**src/rtl/tnn_pkg.sv**
```systemverilog
// rtl/tnn_pkg.sv - shared ternary encodings, FSM states and threshold helper for neuron back-ends
package tnn_pkg;

  localparam logic [1:0] ACT_ZERO = 2'b00;
  localparam logic [1:0] ACT_POS  = 2'b01;
  localparam logic [1:0] ACT_NEG  = 2'b11;

  typedef enum logic [1:0] {
    ST_IDLE  = 2'd0,
    ST_ACCUM = 2'd1,
    ST_DONE  = 2'd2
  } state_t;

  // Signed compare of a sign-extended total against an inclusive dead band [lo, hi].
  function automatic logic [1:0] ternary_thresh(input int total, input int hi, input int lo);
    if (total > hi)      return ACT_POS;
    else if (total < lo) return ACT_NEG;
    else                 return ACT_ZERO;
  endfunction

endpackage

```
**src/rtl/tnn_ternary_thresh.sv**
```systemverilog
// rtl/tnn_ternary_thresh.sv - combinational signed total to ternary activation code
module tnn_ternary_thresh
  import tnn_pkg::*;
#(
  parameter int ACC_W  = 10,
  parameter int THR_HI = 3,
  parameter int THR_LO = -3
) (
  input  logic [ACC_W-1:0] total,
  output logic [1:0]       act
);

  logic signed [ACC_W-1:0] total_s;
  int                      total_ext;

  assign total_s   = total;
  assign total_ext = int'(total_s);
  assign act       = ternary_thresh(total_ext, THR_HI, THR_LO);

endmodule

```
**src/rtl/tnn_neuron_accum.sv**
```systemverilog
// rtl/tnn_neuron_accum.sv - accumulates per-chunk popcount differences and emits a ternary activation
module tnn_neuron_accum
  import tnn_pkg::*;
#(
  parameter int MAX_CHUNKS = 16,
  parameter int ACC_W      = 10,
  parameter int THR_HI     = 3,
  parameter int THR_LO     = -3,
  parameter int CNT_W      = 5
) (
  input  logic             clk,
  input  logic             rst_n,
  input  logic             in_valid,
  output logic             in_ready,
  input  logic             in_last,
  input  logic [CNT_W-1:0] pos_cnt,
  input  logic [CNT_W-1:0] neg_cnt,
  output logic             out_valid,
  input  logic             out_ready,
  output logic [1:0]       out_act,
  output logic [ACC_W-1:0] out_sum,
  output logic             out_ovf
);

  localparam int CC_W = $clog2(MAX_CHUNKS + 1);

  if ((2 ** (ACC_W - 1)) - 1 < 31 * MAX_CHUNKS) begin : g_acc_w_chk
    $error("ACC_W too narrow for 31*MAX_CHUNKS");
  end
  if (THR_LO > THR_HI) begin : g_thr_chk
    $error("THR_LO must not exceed THR_HI");
  end

  state_t                  state, state_nxt;
  logic signed [ACC_W-1:0] acc, delta, total;
  logic [CC_W-1:0]         chunk_cnt, cnt_base;
  logic                    accept, hit_max, finish;
  logic [1:0]              act_nxt;

  assign in_ready  = (state != ST_DONE);
  assign out_valid = (state == ST_DONE);
  assign accept    = in_valid & in_ready;

  // Modular subtraction of zero-extended counts yields the correct two's-complement delta.
  assign delta    = ACC_W'(pos_cnt) - ACC_W'(neg_cnt);
  assign total    = (state == ST_ACCUM) ? acc + delta : delta;
  assign cnt_base = (state == ST_ACCUM) ? chunk_cnt : '0;
  assign hit_max  = (cnt_base + CC_W'(1)) == CC_W'(MAX_CHUNKS);
  assign finish   = accept & (in_last | hit_max);

  tnn_ternary_thresh #(
    .ACC_W  (ACC_W),
    .THR_HI (THR_HI),
    .THR_LO (THR_LO)
  ) u_thresh (
    .total (total),
    .act   (act_nxt)
  );

  always_ff @(posedge clk or negedge rst_n) begin
    if (!rst_n) state <= ST_IDLE;
    else        state <= state_nxt;
  end

  always_comb begin
    state_nxt = state;
    case (state)
      ST_IDLE, ST_ACCUM: if (accept) state_nxt = finish ? ST_DONE : ST_ACCUM;
      ST_DONE:           if (out_ready) state_nxt = ST_IDLE;
      default:           state_nxt = ST_IDLE;
    endcase
  end

  always_ff @(posedge clk or negedge rst_n) begin
    if (!rst_n) begin
      acc       <= '0;
      chunk_cnt <= '0;
      out_act   <= ACT_ZERO;
      out_sum   <= '0;
      out_ovf   <= 1'b0;
    end else if (accept) begin
      if (finish) begin
        out_act   <= act_nxt;
        out_sum   <= total;
        // finish without in_last can only mean the chunk limit was reached
        out_ovf   <= ~in_last;
        acc       <= '0;
        chunk_cnt <= '0;
      end else begin
        acc       <= total;
        chunk_cnt <= cnt_base + CC_W'(1);
      end
    end else if (state == ST_DONE && out_ready) begin
      acc       <= '0;
      chunk_cnt <= '0;
      out_ovf   <= 1'b0;
    end
  end

endmodule

```
**config.mk**
```make
export PLATFORM = sky130hd
export DESIGN_NAME = tnn_neuron_accum
export DESIGN_NICKNAME = d
export VERILOG_FILES = /design/src/rtl/tnn_pkg.sv /design/src/rtl/tnn_ternary_thresh.sv /design/src/rtl/tnn_neuron_accum.sv
export SDC_FILE = /design/constraint.sdc
export NUM_CORES = 1
export LEC_CHECK = 0
export ABC_CLOCK_PERIOD_IN_PS = 2700
export BUFFER_PORTS_ARGS = -buffer_cell sky130_fd_sc_hd__buf_2
export CAP_MARGIN = 30
export CORE_UTILIZATION = 45
export DETAILED_ROUTE_END_ITERATION = 8
export GPL_ROUTABILITY_DRIVEN = 0
export PLACE_DENSITY = 0.68
export REMOVE_ABC_BUFFERS = 1
export SLEW_MARGIN = 20
export SYNTH_ARGS = -nofsm -noshare
export SYNTH_HDL_FRONTEND = slang
export SYNTH_SLANG_ARGS = --single-unit
```
**constraint.sdc**
```tcl
create_clock -name clk -period 2.7 [get_ports clk]
set_input_delay 0.405 -clock clk [delete_from_list [all_inputs] [get_ports clk]]
set_output_delay 0.405 -clock clk [all_outputs]
set_load 0.1 [all_outputs]
```
==> results_dict.tcl, run 1 <==
set metrics [dict create \
    netlist_area_um2 2066 \
    cts.path.max_buffers 2 \
    io_buffers 29 \
    grt_pass1_wl_um 9218 \
    async_flop_share 1.000 \
    critical_path.top_delay_family "compound AO/OA/AOI/OAI gates" \
    fin_skew_ns 0.006030 \
    syn_inst 220 \
    tightestPinTransition_ns 0.6510 \
    synth.avg_cell_area_um2 9.390 \
    yosys_most_used_dff "dfrtp_1" \
    violations "setup timing" \
    wirelength_um 5806 \
    critPathKind "input port to flop" \
    post-route-period-util 1.150 \
    cp_num_cells 16 \
    r2r_setup_slack_ns 0.13 \
    cts_buffers 5 \
    core_area_um2 4384 \
    wl_per_cell_um 16.45 \
    startpoint_type "input port" \
    clk_pin_slew_ns 0.06 \
    critical_path.cell_chain "buf_6, inv_4, ha_4, inv_2, fa_2, a21o_1, a21oi_2, xnor2_2, ha_4, nand3_2, o211ai_1, o221ai_2, mux2i_1, xor2_1, buf_4, o41ai_2" \
    leakagePower_nw 1.405 \
    r2r-end "out_act[0]" \
    grtUsageMet3 0.04070 \
    dp_hpwl_um 3906 \
    startpoint "pos_cnt[0]" \
    grtUsageMet1 0.3311 \
    yosys_warnings 0 \
    path_buf_inv 4 \
    hp-class "input port to async pin" \
    vias 1963 \
    fin_hold_ws_ns 0.1499 \
    area.growth.synth_to_final_pct 45.67 \
    setup_ws_ns -0.4049 \
    grt_overflow 0 \
    critPathMaxStageDelay_ns 0.35 \
    ios 30 \
    ir_worst_vdd_v 0.001012 \
    dp_cells 338 \
    cp-end-kind "flop" \
    met2_usage 0.3937 \
    nets 332 \
    htreeDepth 2 \
    viasPerCell 5.561 \
    initial_core_util 0.4712 \
    top_usage_layer "met2" \
    grt_max_degree 31 \
    first_global_vias 1922 \
    intPower_mw 1.351 \
    fin_cells 353 \
    setup_viol 10 \
    ctsHoldBuffers 0 \
    yosysTopAreaCellShare 0.3634 \
    worstReg2RegStart "acc[0]" \
    cp_max_fo 6 \
    maxCapViolations 0 \
    dieArea_um2 4866 \
    worstPathArrival_ns 3.25 \
    synth_edf_count 0 \
    fmax_ghz 0.3221 \
    crit_top_cell "ha_4" \
    postRouteAntennaNets 0 \
    ys_seq_area_frac 0.3634 \
    rsz0062_at_grt "true" \
    p_sw_mw 1.247 \
    synth_area_leaders "dfrtp_1 (36%), ha_1 (9.1%), o21ai_0 (4.6%), nor2_1 (3.6%), a21oi_1 (3.1%)" \
    clkSinkCount 30 \
    critPathRequiredTime_ns 2.85 \
    drive_above_1_share 0.4385 \
    outcome "complete, but fails checks" \
    synth_seq_cells 30 \
    switching_share 0.4801 \
    clk_latency_ns 0.28 \
    rr_worst_depth 9 \
    hold_viol_final 0 \
    yosysTopAreaCell "dfrtp_1" \
    antenna_found_initial 0 \
    die_y_um 69.76 \
    track_usage 0.2369 \
    p_clk_frac 0.141 \
    power_density_nw_per_um2 863.3 \
    relSlewSlack 0.5660 \
    die_w_um 69.76 \
    cts_tree "built" \
    drc_errors 0 \
    drv_slew 0 \
    drtIter0Drc 75 \
    power_frac_comb 0.620 \
    cts-root-buf "clkbuf_8" \
    drtPass1Iterations 4 \
    n_antenna_cell 0 \
    crit_slowest_cell "fa_2" \
    min_period_ns 3.105 \
    core.rowCount 24 \
    power.share.sequential 0.239 \
    ys_types 53 \
]
==> cells in the mapped netlist (4+ instances only) <==
| cell type | number |
|---|---|
| inv_1 | 13 |
| nand2b_1 | 5 |
| ha_1 | 15 |
| nand3_1 | 4 |
| xor2_1 | 4 |
| xnor2_1 | 6 |
| nand2_1 | 17 |
| a21oi_1 | 13 |
| dfrtp_1 | 30 |
| or3_1 | 4 |
| o21ai_0 | 19 |
| mux2_2 | 4 |
| nor2_1 | 20 |
| nor3_1 | 4 |
| a22o_1 | 5 |
| mux2i_1 | 6 |
==> through the flow <==
step	TNS [ns]	total power [mW]	utilization	setup WS, ns	area [µm²]
after detailed placement	-8.691	1.959	0.5845	-0.8578	2562
after floorplan	-7.716	1.552	-	-0.5022	2029
after CTS	-2.397	2.416	0.6313	-0.3462	2768
after global routing	-3.332	2.731	0.6864	-0.4925	3009
final	-2.589	2.598	0.6864	-0.4049	3009
after global placement	-8.286	1.944	0.5845	-0.7699	2562
==> logic make-up after synthesis <==
family / after synthesis / share of synthesized area
XOR/XNOR: 10 / 0.04240
AO/OA/AOI/OAI: 65 / 0.2217
AND/OR/NAND/NOR: 69 / 0.1702
flip-flops: 30 / 0.3634
buffers and inverters: 19 / 0.04119
adder cells (fa/ha/maj): 17 / 0.1102
multiplexers: 10 / 0.05088
==> power by group through the flow <==
stage | Clock (mW) | Combinational [mW] | Sequential, mW
6_report | 0.367 | 1.61 | 0.621
5_1_grt | 0.398 | 1.70 | 0.632
4_1_cts | 0.372 | 1.43 | 0.613
3_5_place_dp | 0 | 1.34 | 0.618
3_3_place_gp | 0 | 1.33 | 0.615
2_1_floorplan | 0 | 0.518 | 1.03
==> repair_timing <==
action | CTS | global route
pin swaps | 24 | 22
buffers inserted | 3 | 4
resized for setup | 26 | 38
hold endpoints to repair | 0 | 0
endpoints found under the setup margin | 14 | 16
==> flip-flops by register name, summed over array words and instances (netlist names) <==
register and flops:
acc 10, out_act 2, chunk_cnt 5, out_sum 10, state 2, out_ovf 1
==> how the worst max path moves through the flow <==
| stage | slack [ns] | endpoint |
|---|---|---|
| after global routing | -0.49 | out_act[1] |
| after global placement | -0.77 | out_act[0] |
| after detailed placement | -0.86 | out_act[1] |
| after floorplan | -0.50 | out_act[0] |
| after CTS | -0.35 | out_act[1] |
| final | -0.40 | out_act[1] |
==> cell usage in the layout (no fill, tap or decap), drive strengths merged, types with 5 or more instances in the layout <==
| cell | n |
|---|---|
| inv | 13 |
| mux2i | 6 |
| clkbuf | 7 |
| a21oi | 13 |
| or3 | 5 |
| xnor2 | 6 |
| a22o | 5 |
| ha | 15 |
| nand2b | 6 |
| nand2 | 17 |
| dfrtp | 30 |
| o21ai | 22 |
| buf | 79 |
| nor2 | 21 |
==> layout make-up <==
cell class	count	area, µm²
repair buffers	79	570.5
fillers	320	1375
well taps	52	65.06
clock inverters	1	5.005
inverters	13	53.80
multi-input cells	171	1478
clock buffers	7	86.33
flip-flops and latches	30	750.7
==> per-layer routing <==
metal / part of all wire / wire length, µm / vias to the layer above
li1: - / - / 966
met1: 0.44 / 2583 / 937
met2: 0.50 / 2912 / 55
met3: 0.048 / 278 / 5
met4: 0.0055 / 32 / 0
met5: 0 / 0 / -
(Power assumes the default switching activity.)
==> inputs of run 2 (changes only) <==
--- a/config.mk
+++ b/config.mk
@@ -8,10 +8,12 @@
 export ABC_CLOCK_PERIOD_IN_PS = 2700
 export BUFFER_PORTS_ARGS = -buffer_cell sky130_fd_sc_hd__buf_2
 export CAP_MARGIN = 30
+export CORE_ASPECT_RATIO = 1.25
 export CORE_UTILIZATION = 45
 export DETAILED_ROUTE_END_ITERATION = 8
 export GPL_ROUTABILITY_DRIVEN = 0
 export PLACE_DENSITY = 0.68
+export RECOVER_POWER = 100
 export REMOVE_ABC_BUFFERS = 1
 export SLEW_MARGIN = 20
 export SYNTH_ARGS = -nofsm -noshare
==> results_dict.tcl, run 2 (synthesized netlist as in run 1, its figures left out) <==
set metrics [dict create \
    outcome "complete, but fails checks" \
    violations "capacitance limit, slew limit, setup timing" \
    setup_ws_ns -0.3375 \
    io_buffers 29 \
    area.growth.synth_to_final_pct 44.58 \
    cts.path.max_buffers 2 \
    rsz0062_at_grt "true" \
    cp-end-kind "flop" \
    p_sw_mw 1.275 \
    die_w_um 62.60 \
    core_area_um2 4392 \
    dp_slack_ns -0.7617 \
    core.rowCount 27 \
    intPower_mw 1.394 \
    grt_max_degree 31 \
    clkSinkCount 30 \
    setup_viol 11 \
    tns_ns -2.204 \
    hp-class "input port to flop" \
    fin_hold_ws_ns 0.3459 \
    cts_tree "built" \
    fmax_ghz 0.3292 \
    leakagePower_nw 1.330 \
    dieArea_um2 4867 \
    holdPathStages 2 \
    maxCapViolations 1 \
    wirelength_um 5988 \
    die_y_um 77.75 \
    r2r_setup_slack_ns 0.08 \
    power.total_mw 2.669 \
    clk_pin_slew_ns 0.07 \
    mostFrequentLayoutCells "buf_4 (41), dfrtp_1 (30), nor2_1 (21)" \
    drtIter0Drc 77 \
    final_core_util 0.6801 \
    track_usage 0.2303 \
    switching_share 0.4778 \
    worstReg2RegStart "state[0]" \
    ios 30 \
    critPathRequiredTime_ns 2.91 \
    relSlewSlack -0.08959 \
    ctsHoldBuffers 0 \
    postRouteAntennaNets 0 \
    startpoint_type "input port" \
    r2r-end "out_sum[6]" \
    p_clk_frac 0.168 \
    final_common_cell "buf_4" \
    initial_core_util 0.4704 \
    antenna_found_initial 0 \
    drive_above_1_share 0.3792 \
    post-route-period-util 1.125 \
    viasPerCell 5.685 \
    power_frac_comb 0.600 \
    power_density_nw_per_um2 893.8 \
    reg_top3 "acc (10), out_sum (10), chunk_cnt (5)" \
    hold_start "out_ready" \
    wl_per_cell_um 16.82 \
    rr_worst_depth 7 \
    cts-root-buf "clkbuf_8" \
    worstPathArrival_ns 3.25 \
    grt_overflow 0 \
    dp_hpwl_um 3741 \
    htreeDepth 2 \
    drv_slew 31 \
    ir_worst_vdd_v 0.0006704 \
    cts_buffers 5 \
    drc_errors 0 \
    hold_viol_final 0 \
    nets 329 \
    min_to "state[1]" \
    clk_latency_ns 0.28 \
    cp_max_fo 6 \
    first_global_vias 1949 \
    drtPass1Iterations 4 \
    grt_pass1_wl_um 8694 \
    power.share.sequential 0.232 \
    tightestPinTransition_ns 1.634 \
    fin_skew_ns 0.005023 \
    n_antenna_cell 0 \
    critPathKind "input port to flop" \
    min_period_ns 3.037 \
    vias 2024 \
]
-- run 2: changes by cell type in the layout (fill, tap and decap cells not counted), sizes merged --
cell    delta
clkinv     -1
buf       -23
clkbuf    +20
bufinv     +1
-- run 2: final cells by class --
cell class,instances,area (µm²)
multi-input cells,171,1508
fillers,342,1405
flip-flops and latches,30,750.7
repair buffers,76,495.5
clock buffers,7,76.32
well taps,58,72.57
inverters,13,53.80
clock inverters,1,30.03
-- run 2: how the worst max path moves through the flow --
| stage | from | end | slack [ns] |
|---|---|---|---|
| 2_1_floorplan | neg_cnt[1] | out_act[0] | -0.50 |
| 3_3_place_gp | pos_cnt[0] | out_act[0] | -0.73 |
| 3_5_place_dp | pos_cnt[0] | out_act[0] | -0.76 |
| 4_1_cts | pos_cnt[0] | out_act[1] | -0.26 |
| 5_1_grt | pos_cnt[0] | out_act[0] | -0.49 |
| 6_report | pos_cnt[0] | out_act[0] | -0.34 |
-- run 2: critical path: stages --
cell,delay (ns)
buf_6,0.10
inv_4,0.04
ha_4,0.12
inv_2,0.03
fa_2,0.33
a21o_1,0.17
a21oi_2,0.18
xnor2_2,0.12
ha_4,0.32
nand3_2,0.06
o211ai_1,0.29
o221ai_1,0.24
mux2i_1,0.22
xor2_1,0.30
buf_4,0.19
inv_2,0.03
a31oi_1,0.11
-- run 2: metrics by stage --
step                instances  cell area, µm²
finish                    356            2987
global route              356            2987
CTS                       352            2745
detailed placement        340            2540
global placement          340            2540
floorplan                 214            2029
-- run 2: layer usage --
metal | GRT usage | wire, µm | vias to the layer above
met3 | 0.04265 | 226 | 14
met5 | 0 | 0 | -
met2 | 0.4272 | 3244 | 60
li1 | - | - | 951
met1 | 0.2469 | 2397 | 999
met4 | 0.1116 | 120 | 0
-- run 2: what timing repair did --
action	4_1_cts	5_1_grt
resized for setup	22	44
endpoints found under the setup margin	12	14
setup buffers	4	4
pin swaps	22	21
-- run 2: power by group through the flow --
stage / clock network (mW) / registers, mW / logic, mW
6_report: 0.449 / 0.619 / 1.60
2_1_floorplan: 0 / 1.03 / 0.518
4_1_cts: 0.457 / 0.605 / 1.38
3_3_place_gp: 0 / 0.608 / 1.29
3_5_place_dp: 0 / 0.609 / 1.31
5_1_grt: 0.474 / 0.629 / 1.69
==> inputs of run 3 (changes only) <==
==> constraint.sdc (replaced) <==
create_clock -name clk -period 2.7 [get_ports clk]
set_input_delay 0.81 -clock clk [delete_from_list [all_inputs] [get_ports clk]]
set_output_delay 0.81 -clock clk [all_outputs]
set_load 0.1 [all_outputs]
==> results_dict.tcl, run 3 (synthesized netlist as in run 1, its figures left out) <==
set metrics [dict create \
    outcome "complete, but fails checks" \
    violations "capacitance limit, slew limit, setup timing" \
    relSlewSlack -0.05256 \
    io_buffers 29 \
    reg_top3 "acc (10), out_sum (10), chunk_cnt (5)" \
    clk_pin_slew_ns 0.07 \
    hold_start "acc[3]" \
    startpoint_type "input port" \
    path_buf_inv 4 \
    critical_path.top_delay_family "compound AO/OA/AOI/OAI gates" \
    critPathRequiredTime_ns 2.87 \
    cp_max_fo 6 \
    fmax_ghz 0.2857 \
    n_fill_cell 333 \
    wirelength_um 6114 \
    drv_slew 31 \
    dp_slack_ns -1.153 \
    wl_per_cell_um 17.08 \
    cts-root-buf "clkbuf_8" \
    initial_core_util 0.4704 \
    n_antenna_cell 0 \
    crit_top_cell "ha_4" \
    tightestPinTransition_ns 1.579 \
    dp_hpwl_um 3702 \
    core.rowCount 27 \
    startpoint "pos_cnt[0]" \
    post_dp_cell_area_um2 2547 \
    cp-end-kind "flop" \
    crit_slowest_cell "fa_2" \
    drc_errors 0 \
    dieArea_um2 4867 \
    drive_above_1_share 0.4300 \
    ios 30 \
    critPathKind "input port to flop" \
    vias 2033 \
    postRouteAntennaNets 0 \
    multi_input_area_um2 1545 \
    worstReg2RegStart "state[0]" \
    final_area_um2 3067 \
    cts_tree "built" \
    final_core_util 0.6983 \
    mostFrequentLayoutCells "buf_4 (37), dfrtp_1 (30), nor2_1 (19)" \
    fin_skew_ns 0.01266 \
    worstPathArrival_ns 3.67 \
    clk_latency_ns 0.29 \
    drtIter0Drc 45 \
    grt_pass1_wl_um 9170 \
    leakagePower_nw 1.364 \
    die_w_um 62.60 \
    critPathMaxStageDelay_ns 0.35 \
    ctsHoldBuffers 0 \
    viasPerCell 5.679 \
    area.growth.synth_to_final_pct 48.46 \
    setup_ws_ns -0.8002 \
    power_density_nw_per_um2 869.9 \
    tns_ns -7.428 \
    track_usage 0.2446 \
    nets 331 \
    antenna_found_initial 0 \
    critical_path.cell_chain "buf_6, inv_4, ha_4, inv_2, fa_2, a21o_1, a21oi_2, xnor2_2, ha_4, nand3_2, o211ai_1, o221ai_1, mux2i_1, xor2_1, buf_4, a41o_1, a31oi_1" \
    die_y_um 77.75 \
    setup_viol 16 \
    drtPass1Iterations 5 \
    grt_max_degree 31 \
    rsz0062_at_grt "true" \
    first_global_vias 2006 \
    regArea_um2 750.7 \
    ir_worst_vdd_v 0.0005726 \
    core_area_um2 4392 \
    hp-class "flop to flop" \
    grt_overflow 0 \
    min_period_ns 3.500 \
    final_common_cell "buf_4" \
    post-route-period-util 1.296 \
    cts.path.max_buffers 2 \
    hold_viol_final 0 \
    clkSinkCount 30 \
    htreeDepth 2 \
    cts_buffers 5 \
    maxCapViolations 1 \
]
[run 3: cell types whose count changed in the layout (fill, tap and decap cells not counted), moves of 4 or more]
cell,previous run,this run
o21ai_0,13,9
buf_4,41,37
a21oi_1,11,7
a21oi_2,2,6
buf_6,5,14
[run 3: what timing repair did]
action | CTS | global route
pin swaps | 28 | 25
resized for setup | 60 | 28
setup endpoints to repair | 18 | 18
buffers inserted | 7 | 6
[run 3: worst min-delay path: cells and delay by family, from the launching register on]
| kind | cells | cell delay, ns |
|---|---|---|
| AND/OR/NAND/NOR | 1 | 0.05 |
| flip-flops | 1 | 0.35 |
| AO/OA/AOI/OAI | 1 | 0.06 |
[run 3: final cells by class]
type | instances | area share
inverters | 13 | 0.01836
multi-input cells | 171 | 0.5039
clock inverters | 1 | 0.001632
flip-flops and latches | 30 | 0.2448
repair buffers | 78 | 0.1795
well taps | 58 | 0.02366
clock buffers | 7 | 0.02815
[run 3: worst paths after layout]
kind / slack [ns] / cells after the start / end
max: -0.80 / 17 / out_act[0]
min: 0.50 / 2 / acc[3]
max reg2reg: 0.05 / 7 / out_sum[5]
min reg2reg: 0.50 / 2 / acc[3]
max in group asynchronous: 0.86 / 1 / chunk_cnt[2]
min in group asynchronous: 0.90 / 1 / acc[7]
[run 3: metal layers]
layer  global-route usage  part of all wire
met5                    0                 0
met4               0.1465             0.043
met3              0.03529             0.043
met2               0.4283              0.52
met1               0.2793              0.39
[run 3: report_power, final]
part           internal, mW  switching, mW
clock network         0.205          0.170
logic                 0.608           1.07
registers             0.546         0.0681
[run 3: metrics by stage]
stage	total power [mW]	cells	hold slack [ns]
detailed placement	1.919	341	0.4826
CTS	2.493	354	0.5026
global route	2.788	358	0.5227
global placement	1.905	341	0.4694
finish	2.668	358	0.4973
floorplan	1.552	214	0.4563
